`config.mk`:
```
export PLATFORM = sky130hd
export DESIGN_NAME = mem_initiator_flat
export DESIGN_NICKNAME = d
export VERILOG_FILES = /design/src/rtl/mem_initiator_pkg.sv /design/src/rtl/mem_initiator_if.sv /design/src/rtl/mem_initiator.sv /design/src/flat_wrapper.sv
export SDC_FILE = /design/constraint.sdc
export NUM_CORES = 1
export LEC_CHECK = 0
export ABC_AREA = 0
export ABC_CLOCK_PERIOD_IN_PS = 2100
export CORE_MARGIN = 4
export CORE_UTILIZATION = 43
export CTS_CLUSTER_SIZE = 10
export DETAILED_ROUTE_END_ITERATION = 10
export GPL_ROUTABILITY_DRIVEN = 0
export PLACE_DENSITY = 0.77
export SKIP_CTS_REPAIR_TIMING = 1
export SYNTH_ARGS = -nofsm -noshare
export SYNTH_HDL_FRONTEND = slang
export SYNTH_SLANG_ARGS = --single-unit
```
`constraint.sdc`:
```
create_clock -name clk -period 2.1 [get_ports clk]
set_clock_uncertainty 0.15 [all_clocks]
set_input_delay 0.42 -clock clk [delete_from_list [all_inputs] [get_ports clk]]
set_output_delay 0.42 -clock clk [all_outputs]
set_load 0.03 [all_outputs]
```
`src/rtl/mem_initiator_pkg.sv`:
```
// Shared definitions for the memory bus initiator: FSM state encoding and the
// read/write select encoding used by the synchronous memory.
package mem_initiator_pkg;

    typedef enum logic [1:0] {
        IDLE  = 2'd0,
        READ  = 2'd1,
        DRAIN = 2'd2,
        WRITE = 2'd3
    } state_t;

    localparam logic RW_READ  = 1'b1;
    localparam logic RW_WRITE = 1'b0;

endpackage

```
`src/rtl/mem_initiator_if.sv`:
```
// Request, write-stream, read-stream and memory-port signals of the initiator.
// master is the initiator's view; slave is the core/loader plus memory side.
interface mem_initiator_if #(
    parameter int addr_width = 8,
    parameter int data_width = 16,
    parameter int len_width  = addr_width + 1
);

    logic                  req_valid;
    logic                  req_ready;
    logic                  req_rw;
    logic [addr_width-1:0] req_addr;
    logic [len_width-1:0]  req_len;

    logic                  wr_valid;
    logic                  wr_ready;
    logic [data_width-1:0] wr_data;

    logic                  rd_valid;
    logic [data_width-1:0] rd_data;
    logic                  rd_last;
    logic                  done;

    logic [addr_width-1:0] m_addr;
    logic                  m_ce;
    logic                  m_rw;
    logic [data_width-1:0] m_wdata;
    logic [data_width-1:0] m_rdata;

    modport master (
        input  req_valid, req_rw, req_addr, req_len,
        input  wr_valid, wr_data,
        input  m_rdata,
        output req_ready, wr_ready,
        output rd_valid, rd_data, rd_last, done,
        output m_addr, m_ce, m_rw, m_wdata
    );

    modport slave (
        output req_valid, req_rw, req_addr, req_len,
        output wr_valid, wr_data,
        output m_rdata,
        input  req_ready, wr_ready,
        input  rd_valid, rd_data, rd_last, done,
        input  m_addr, m_ce, m_rw, m_wdata
    );

endinterface

```
`src/rtl/mem_initiator.sv`:
```
// Burst initiator for the single-port synchronous memory: turns valid/ready burst
// requests into memory cycles and returns read data as a stream after the memory's latency.
module mem_initiator
    import mem_initiator_pkg::*;
#(
    parameter int addr_width = 8,
    parameter int data_width = 16,
    parameter int len_width  = addr_width + 1
) (
    input  logic            clk,
    input  logic            clr,
    mem_initiator_if.master bus
);

    state_t                state;
    logic [addr_width-1:0] cur_addr;
    logic [len_width-1:0]  remaining;
    logic                  issue_last;
    logic                  pipe_valid;
    logic                  pipe_last;
    logic                  req_fire;
    logic                  wr_fire;
    logic                  last_beat;
    logic                  read_slot;
    logic [data_width-1:0] wr_word;

    assign bus.req_ready = (state == IDLE);
    assign bus.wr_ready  = (state == WRITE);

    assign req_fire  = bus.req_valid && (state == IDLE);
    assign wr_fire   = bus.wr_valid && (state == WRITE);
    assign last_beat = (remaining == len_width'(1));
    assign read_slot = bus.m_ce && (bus.m_rw == RW_READ);
    assign wr_word   = bus.wr_data;

    always_ff @(posedge clk or posedge clr) begin
        if (clr) begin
            state       <= IDLE;
            cur_addr    <= '0;
            remaining   <= '0;
            issue_last  <= 1'b0;
            pipe_valid  <= 1'b0;
            pipe_last   <= 1'b0;
            bus.m_ce    <= 1'b0;
            bus.m_rw    <= RW_READ;
            bus.m_addr  <= '0;
            bus.m_wdata <= '0;
            bus.rd_valid <= 1'b0;
            bus.rd_data <= '0;
            bus.rd_last <= 1'b0;
            bus.done    <= 1'b0;
        end else begin
            // Stage 1 lines up with m_rdata being driven; stage 2 is the output register.
            pipe_valid   <= read_slot;
            pipe_last    <= read_slot && issue_last;
            bus.rd_valid <= pipe_valid;
            bus.rd_last  <= pipe_last;
            bus.done     <= pipe_last;
            if (pipe_valid) begin
                bus.rd_data <= bus.m_rdata;
            end

            bus.m_ce   <= 1'b0;
            bus.m_rw   <= RW_READ;
            issue_last <= 1'b0;

            case (state)
                IDLE: begin
                    if (req_fire) begin
                        if (bus.req_len == '0) begin
                            bus.done <= 1'b1;
                        end else if (bus.req_rw == RW_READ) begin
                            // The first read goes out on acceptance so m_ce rises in the next cycle.
                            bus.m_ce   <= 1'b1;
                            bus.m_addr <= bus.req_addr;
                            cur_addr   <= bus.req_addr + 1'b1;
                            remaining  <= bus.req_len - 1'b1;
                            issue_last <= (bus.req_len == len_width'(1));
                            state      <= (bus.req_len == len_width'(1)) ? DRAIN : READ;
                        end else begin
                            cur_addr  <= bus.req_addr;
                            remaining <= bus.req_len;
                            state     <= WRITE;
                        end
                    end
                end

                READ: begin
                    bus.m_ce   <= 1'b1;
                    bus.m_addr <= cur_addr;
                    cur_addr   <= cur_addr + 1'b1;
                    remaining  <= remaining - 1'b1;
                    issue_last <= last_beat;
                    if (last_beat) begin
                        state <= DRAIN;
                    end
                end

                DRAIN: begin
                    if (bus.rd_last) begin
                        state <= IDLE;
                    end
                end

                WRITE: begin
                    if (wr_fire) begin
                        bus.m_ce    <= 1'b1;
                        bus.m_rw    <= RW_WRITE;
                        bus.m_addr  <= cur_addr;
                        bus.m_wdata <= wr_word;
                        cur_addr    <= cur_addr + 1'b1;
                        remaining   <= remaining - 1'b1;
                        if (last_beat) begin
                            bus.done <= 1'b1;
                            state    <= IDLE;
                        end
                    end
                end

                default: state <= IDLE;
            endcase
        end
    end

endmodule

```
`src/flat_wrapper.sv`:
```
// flat-port wrapper written by rule: the top's interface ports become plain ports
module mem_initiator_flat import mem_initiator_pkg::*;
#(
    parameter int addr_width = 8,
    parameter int data_width = 16,
    parameter int len_width  = addr_width + 1
)
  (clk, clr, bus_req_valid, bus_req_rw, bus_req_addr, bus_req_len, bus_wr_valid, bus_wr_data, bus_m_rdata, bus_req_ready, bus_wr_ready, bus_rd_valid, bus_rd_data, bus_rd_last, bus_done, bus_m_addr, bus_m_ce, bus_m_rw, bus_m_wdata);
  mem_initiator_if #(.addr_width(addr_width), .data_width(data_width), .len_width(len_width)) bus_i ();
  input  logic clk;
  input  logic clr;
  input wire logic [$bits(bus_i.req_valid)-1:0] bus_req_valid;
  input wire logic [$bits(bus_i.req_rw)-1:0] bus_req_rw;
  input wire logic [$bits(bus_i.req_addr)-1:0] bus_req_addr;
  input wire logic [$bits(bus_i.req_len)-1:0] bus_req_len;
  input wire logic [$bits(bus_i.wr_valid)-1:0] bus_wr_valid;
  input wire logic [$bits(bus_i.wr_data)-1:0] bus_wr_data;
  input wire logic [$bits(bus_i.m_rdata)-1:0] bus_m_rdata;
  output wire logic [$bits(bus_i.req_ready)-1:0] bus_req_ready;
  output wire logic [$bits(bus_i.wr_ready)-1:0] bus_wr_ready;
  output wire logic [$bits(bus_i.rd_valid)-1:0] bus_rd_valid;
  output wire logic [$bits(bus_i.rd_data)-1:0] bus_rd_data;
  output wire logic [$bits(bus_i.rd_last)-1:0] bus_rd_last;
  output wire logic [$bits(bus_i.done)-1:0] bus_done;
  output wire logic [$bits(bus_i.m_addr)-1:0] bus_m_addr;
  output wire logic [$bits(bus_i.m_ce)-1:0] bus_m_ce;
  output wire logic [$bits(bus_i.m_rw)-1:0] bus_m_rw;
  output wire logic [$bits(bus_i.m_wdata)-1:0] bus_m_wdata;
  assign bus_i.req_valid = bus_req_valid;
  assign bus_i.req_rw = bus_req_rw;
  assign bus_i.req_addr = bus_req_addr;
  assign bus_i.req_len = bus_req_len;
  assign bus_i.wr_valid = bus_wr_valid;
  assign bus_i.wr_data = bus_wr_data;
  assign bus_i.m_rdata = bus_m_rdata;
  assign bus_req_ready = bus_i.req_ready;
  assign bus_wr_ready = bus_i.wr_ready;
  assign bus_rd_valid = bus_i.rd_valid;
  assign bus_rd_data = bus_i.rd_data;
  assign bus_rd_last = bus_i.rd_last;
  assign bus_done = bus_i.done;
  assign bus_m_addr = bus_i.m_addr;
  assign bus_m_ce = bus_i.m_ce;
  assign bus_m_rw = bus_i.m_rw;
  assign bus_m_wdata = bus_i.m_wdata;
  mem_initiator #(.addr_width(addr_width), .data_width(data_width), .len_width(len_width)) u_core (.clk(clk), .clr(clr), .bus(bus_i));
endmodule
```
==> impl_metrics.tcl, run 1 <==
set metrics [dict create \
    status "finished clean" \
    via_per_inst 5.33 \
    grt_max_degree 68 \
    overflow 0 \
    power_frac_seq_pct 28.9 \
    swShare_pct 41.5 \
    synthFlopType "dfrtp_1" \
    net-switching-power_mw 3.43 \
    coreArea_mm2 0.00769 \
    p_leak_nw 2.25 \
    end_kind "flip-flop" \
    crit_path_top_delay_cell "clkdlybuf4s50_1" \
    grt_antenna_before_repair 0 \
    place_hpwl_um 6160 \
    cap_violations 0 \
    cts_sinks 67 \
    crit_buf_inv 1 \
    relSlewSlack_pct 57.4 \
    slew_violations 0 \
    root_buffer "clkbuf_8" \
    grt.total_usage_pct 18.6 \
    worstHoldPathType "flip-flop to flip-flop" \
    placed_cell_area_mm2 0.00473 \
    htree_levels 3 \
    ys_warn_count 0 \
    clk_pin_slew_ns 0.08 \
    die_w_um 96.9 \
    cts_tree "done" \
    ioPinCount 101 \
    synth_cell_type_count 42 \
    worst_skew_pair.late_latency_ns 0.35 \
    worstSetupPathType "primary input to flip-flop" \
    path_delay_family "simple AND/OR/NAND/NOR gates" \
    synth_nets 378 \
    drc 0 \
    synthArstFlopShare_pct 100 \
    pre_cts_slack_ns -0.492 \
    grt_pass1_vias 2923 \
    io_buffers 100 \
    p_clk_share_pct 15.2 \
    postRouteAntennaNets 0 \
    setup_viol 0 \
    start_util_pct 44.2 \
    first_pass_iters 4 \
    hold_violations 0 \
    initialDrtViolationCount 207 \
    ys_seq_elements 67 \
    hold_ws_ns 0.240 \
    numCtsBuffers 9 \
    die_h_um 96.9 \
    p_comb_share_pct 56.0 \
    synth_edf_count 0 \
    drt-total-wl_um 9010 \
    grt_pass1_wl_um 14200 \
    post-route-util_pct 66.7 \
    fin_tns_setup_ns 0 \
    worstMarginPinSlew_ns 0.639 \
    clockBufferDepth 2 \
    wire_per_inst_um 16.3 \
    antenna_cells 0 \
    period_share_pct 97.3 \
    rows 32 \
    syn2layout_area_growth_pct 50.8 \
    final_cell_count_no_fill 553 \
    startpoint_type "primary input" \
    ir_drop_uv 825 \
    dieArea_mm2 0.00939 \
    p_total_mw 8.26 \
    p_per_area_mw_per_mm2 1610 \
    crit_chain "clkdlybuf4s50_1, nor4_4, nand4_1, nor3b_4, o21ai_4, mux2_4" \
    syn_inst 313 \
    period_minus_slack_ns 2.04 \
    final_cell_area_mm2 0.00512 \
    placed_cells_incl_taps 529 \
    drive_gt1_share_pct 26.4 \
    max_stage_delay_ns 0.46 \
    cp.arrival_ns 2.13 \
    worst_slack_ns 0.0557 \
    synth-seq-area-share_pct 49.4 \
    synth_area_per_cell_um2 10.9 \
    path_max_fanout 8 \
    critPathRequiredTime_ns 2.18 \
    fmax_ghz 0.489 \
    finalNetCount 511 \
    p_int_mw 4.83 \
    netlist_area_mm2 0.00340 \
    num_vias 2949 \
]
-- cell usage in the layout, fill, tap and decap left out, types with 3 or more instances in the layout --
master and instances:
nand4_1 6, mux2_4 8, dfrtp_1 66, buf_12 3, a22oi_1 3, o21ai_0 18, ha_1 8, nor4_1 3
o22ai_1 3, clkdlybuf4s50_1 90, mux2_2 39, nor2_1 12, dlymetal6s2s_1 8, xnor2_1 7, nand3_1 11, mux2i_1 3
clkbuf_8 10, a21oi_1 25, nor3_1 3, buf_4 31, and3_1 4, inv_1 9, xor2_1 7, nand2_1 30
-- path summary, 6_finish.rpt --
| check | start | to | slack [ns] | depth (start not counted) |
|---|---|---|---|---|
| setup / recovery | bus_req_len[5] | u_core.bus.m_addr[5] | 0.06 | 6 |
| hold / removal | u_core.pipe_last | u_core.bus.rd_last | 0.24 | 0 |
| setup reg to reg | u_core.state[1] | u_core.bus.m_addr[5] | 0.06 | 7 |
| hold reg to reg | u_core.pipe_last | u_core.bus.rd_last | 0.24 | 0 |
| max in group asynchronous | clr | u_core.bus.m_rw | 1.11 | 3 |
| min in group asynchronous | clr | u_core.remaining[3] | 0.36 | 3 |
-- power groups by stage --
stage,Combinational (mW),Sequential [mW],Clock [mW]
floorplan,1.94,3.11,0
global placement,4.18,2.37,0
detailed placement,4.28,2.40,0
CTS,4.31,2.38,1.28
global route,4.95,2.47,1.33
finish,4.62,2.39,1.25
-- synthesized netlist by cell type, types with 2 or more instances --
master / n / share of area, %
inv_1: 13 / 1.4
or3b_2: 2 / 0.52
nand2_1: 30 / 3.3
mux2_2: 47 / 16
nand3_1: 11 / 1.6
o2bb2ai_1: 2 / 0.52
a21oi_1: 25 / 3.7
xor2_1: 7 / 1.8
nor3_1: 4 / 0.59
a31oi_1: 2 / 0.37
nor4_1: 3 / 0.55
mux2i_1: 3 / 0.88
xnor2_1: 7 / 1.8
dfrtp_1: 66 / 49
a22oi_1: 3 / 0.66
o211ai_1: 2 / 0.44
ha_1: 11 / 4.0
clkbuf_1: 8 / 0.88
o21ai_0: 19 / 2.8
and3_1: 4 / 0.74
buf_2: 3 / 0.44
nor2_1: 13 / 1.4
nand4_1: 6 / 1.1
o22ai_1: 4 / 0.74
-- cells by family (layout without fill, tap and decap cells) --
group	Yosys count	in the layout	share of synthesized area, %
and+or+nand+nor	84	85	13.3
DFF	67	67	49.4
buffers and inverters	26	163	3.09
adders and majority gates	11	11	4.05
AOI/OAI and AO/OA	61	61	10.2
muxes	50	50	16.5
xor gates and xnor gates	14	14	3.61
-- layout make-up --
class	instances	area, um^2
Tap cell	102	128
Fill cell	597	2560
Timing Repair Buffer	134	1310
Multi-Input combinational cell	221	1720
Inverter	13	55.1
Sequential cell	67	1680
Clock inverter	6	95.1
Clock buffer	10	138
-- sequential cells by signal, summed over array words and instances, names as in the netlist --
signal / count
u_core.pipe_last: 1
u_core.pipe_valid: 1
u_core.remaining: 9
u_core.bus.m_wdata: 16
u_core.bus.m_ce: 1
u_core.cur_addr: 8
u_core.bus.m_addr: 8
u_core.issue_last: 1
u_core.state: 2
u_core.bus.done: 1
u_core.bus.rd_valid: 1
u_core.bus.m_rw: 1
u_core.bus.rd_last: 1
u_core.bus.rd_data: 16
-- metal layers --
layer,wire (um),up-vias,global-route usage [%]
li1,-,1384,-
met1,3810,1402,22.8
met2,4410,141,31.3
met5,0,-,0
met4,181,0,8.32
met3,605,22,4.11
No activity file was read; power rests on OpenSTA's default activity.
==> inputs of run 2 (changes only) <==
--- a/config.mk
+++ b/config.mk
@@ -6,13 +6,14 @@
 export NUM_CORES = 1
 export LEC_CHECK = 0
 export ABC_AREA = 0
-export ABC_CLOCK_PERIOD_IN_PS = 2100
+export ABC_CLOCK_PERIOD_IN_PS = 2600
 export CORE_MARGIN = 4
-export CORE_UTILIZATION = 43
+export CORE_UTILIZATION = 51
+export CTS_CLUSTER_DIAMETER = 150
 export CTS_CLUSTER_SIZE = 10
 export DETAILED_ROUTE_END_ITERATION = 10
 export GPL_ROUTABILITY_DRIVEN = 0
-export PLACE_DENSITY = 0.77
+export PLACE_DENSITY = 0.86
 export SKIP_CTS_REPAIR_TIMING = 1
 export SYNTH_ARGS = -nofsm -noshare
 export SYNTH_HDL_FRONTEND = slang
==> constraint.sdc (replaced) <==
create_clock -name clk -period 2.6 [get_ports clk]
set_clock_uncertainty 0.15 [all_clocks]
set_input_delay 0.52 -clock clk [delete_from_list [all_inputs] [get_ports clk]]
set_output_delay 0.52 -clock clk [all_outputs]
set_load 0.03 [all_outputs]
==> run 2 against run 1 <==
First-iteration DRC count is 4.8% lower. Sequential power is 19% lower. Largest power group unchanged. Register-to-register slack better by 0.21 ns. Total power is 26% lower. Core utilization is 8.0 points higher. Final area is 6.5% lower. Largest cell class is now sequential cells. Flip-flop and latch count stayed put. Clock power is 31% lower. Combinational power is 27% lower.
==> impl_metrics.tcl, run 2 (synthesis gave the netlist of run 1 again) <==
set metrics [dict create \
    status "finished clean" \
    drt-total-wl_um 8700 \
    cap_violations 0 \
    dieArea_mm2 0.00804 \
    antenna_cells 0 \
    coreArea_mm2 0.00642 \
    drc 0 \
    root_buffer "clkbuf_8" \
    fill_cells 446 \
    worstHoldPathType "flip-flop to flip-flop" \
    overflow 0 \
    fmax_ghz 0.414 \
    htree_levels 3 \
    layout_common_cells "99 x clkdlybuf4s50_1, 66 x dfrtp_1, 47 x mux2_2, 30 x nand2_1, 25 x a21oi_1" \
    setup_viol 0 \
    path_max_fanout 8 \
    ir_drop_uv 739 \
    num_vias 2908 \
    end_kind "flip-flop" \
    p_leak_nw 2.05 \
    grt_antenna_before_repair 0 \
    cts_sinks 67 \
    drive_gt1_share_pct 20.7 \
    p_total_mw 6.14 \
    start_util_pct 52.9 \
    place_hpwl_um 6440 \
    worst_skew_pair.late_latency_ns 0.34 \
    post-route-util_pct 74.6 \
    via_per_inst 5.68 \
    io_buffers 100 \
    p_per_area_mw_per_mm2 1280 \
    relSlewSlack_pct 56.7 \
    syn2layout_area_growth_pct 41.0 \
    first_pass_iters 4 \
    final_common_cell "clkdlybuf4s50_1" \
    numCtsBuffers 9 \
    rows 29 \
    slew_violations 0 \
    hold_ws_ns 0.228 \
    ioPinCount 101 \
    die_w_um 89.6 \
    grt.total_usage_pct 22.9 \
    worstSetupPathType "primary input to flip-flop" \
    clk_pin_slew_ns 0.07 \
    grt_pass1_vias 3037 \
    hold_violations 0 \
    rsz0062_at_grt "no" \
    startpoint_type "primary input" \
    die_h_um 89.6 \
    initialDrtViolationCount 197 \
    finalNetCount 495 \
    period_share_pct 92.9 \
    cp.arrival_ns 2.48 \
    critPathRequiredTime_ns 2.67 \
    clockBufferDepth 2 \
    wire_per_inst_um 17.0 \
    top_regs "u_core.bus.m_wdata (16), u_core.bus.rd_data (16), u_core.remaining (9)" \
    worstMarginPinSlew_ns 0.650 \
    period_minus_slack_ns 2.42 \
    worst_slack_ns 0.185 \
    postRouteAntennaNets 0 \
    grt_pass1_wl_um 14200 \
    grt_max_degree 28 \
    pre_cts_slack_ns -0.143 \
    cts_tree "done" \
]
-- run 2: cell count changes in the layout (fill, tap and decap cells not counted), sizes merged --
cell           previous run  this run
clkdlybuf4s50            90        99
buf                      36        19
clkbuf                   10        12
clkinvlp                  1         2
or3b                      3         2
dlymetal6s2s              8         1
bufinv                    2         1
inv                      14        13
clkinv                    2         1
-- run 2: final cells by class --
cell class | instances | area (um^2) | share of cell area [%]
Sequential cell | 67 | 1680 | 35.0
Inverter | 13 | 48.8 | 1.02
Timing Repair Buffer | 119 | 1160 | 24.2
Tap cell | 77 | 96.3 | 2.01
Multi-Input combinational cell | 220 | 1620 | 33.7
Clock buffer | 12 | 145 | 3.03
Clock inverter | 4 | 50.0 | 1.04
-- run 2: path summary, 6_finish.rpt --
path,depth (start not counted),start,endpoint,slack [ns]
worst min-delay path,0,u_core.pipe_last,u_core.bus.rd_last,0.23
max in group asynchronous,3,clr,u_core.bus.m_wdata[8],1.40
worst min register to register,0,u_core.pipe_last,u_core.bus.rd_last,0.23
worst max-delay path,6,bus_req_len[5],u_core.bus.m_addr[1],0.18
min in group asynchronous,2,clr,u_core.bus.rd_data[0],0.36
worst max register to register,7,u_core.state[0],u_core.remaining[6],0.27
-- run 2: report_power, final --
group / internal [mW] / switching, mW
registers: 1.55 / 0.382
clock network: 0.469 / 0.395
logic: 1.52 / 1.82
-- run 2: metal layers --
metal	global-route usage (%)	share of wire (%)	up-vias
li1	-	-	1348
met1	27.8	39	1409
met2	39.9	51	130
met3	4.47	7.4	21
met4	8.93	2.2	0
met5	0	0	-
-- run 2: critical path, stage by stage --
cell             delay, ns
clkdlybuf4s50_1       0.44
nor4_2                0.50
nand4_1               0.21
nor3b_2               0.21
o21ai_2               0.21
mux2_2                0.39
-- run 2: metrics by stage --
step / instance area (um^2) / TNS [ns] / instances
CTS: 4790 / -0.0351 / 512
floorplan: 3400 / 0 / 313
finish: 4790 / 0 / 512
detailed placement: 4600 / -1.68 / 496
global route: 4790 / 0 / 512
global placement: 4600 / -0.464 / 496
==> inputs of run 3 (changes only) <==
--- a/config.mk
+++ b/config.mk
@@ -18,3 +18,4 @@
 export SYNTH_ARGS = -nofsm -noshare
 export SYNTH_HDL_FRONTEND = slang
 export SYNTH_SLANG_ARGS = --single-unit
+export TNS_END_PERCENT = 10
==> results of run 3 <==
No change in the layout: final DEF, timing and power equal those of run 2.
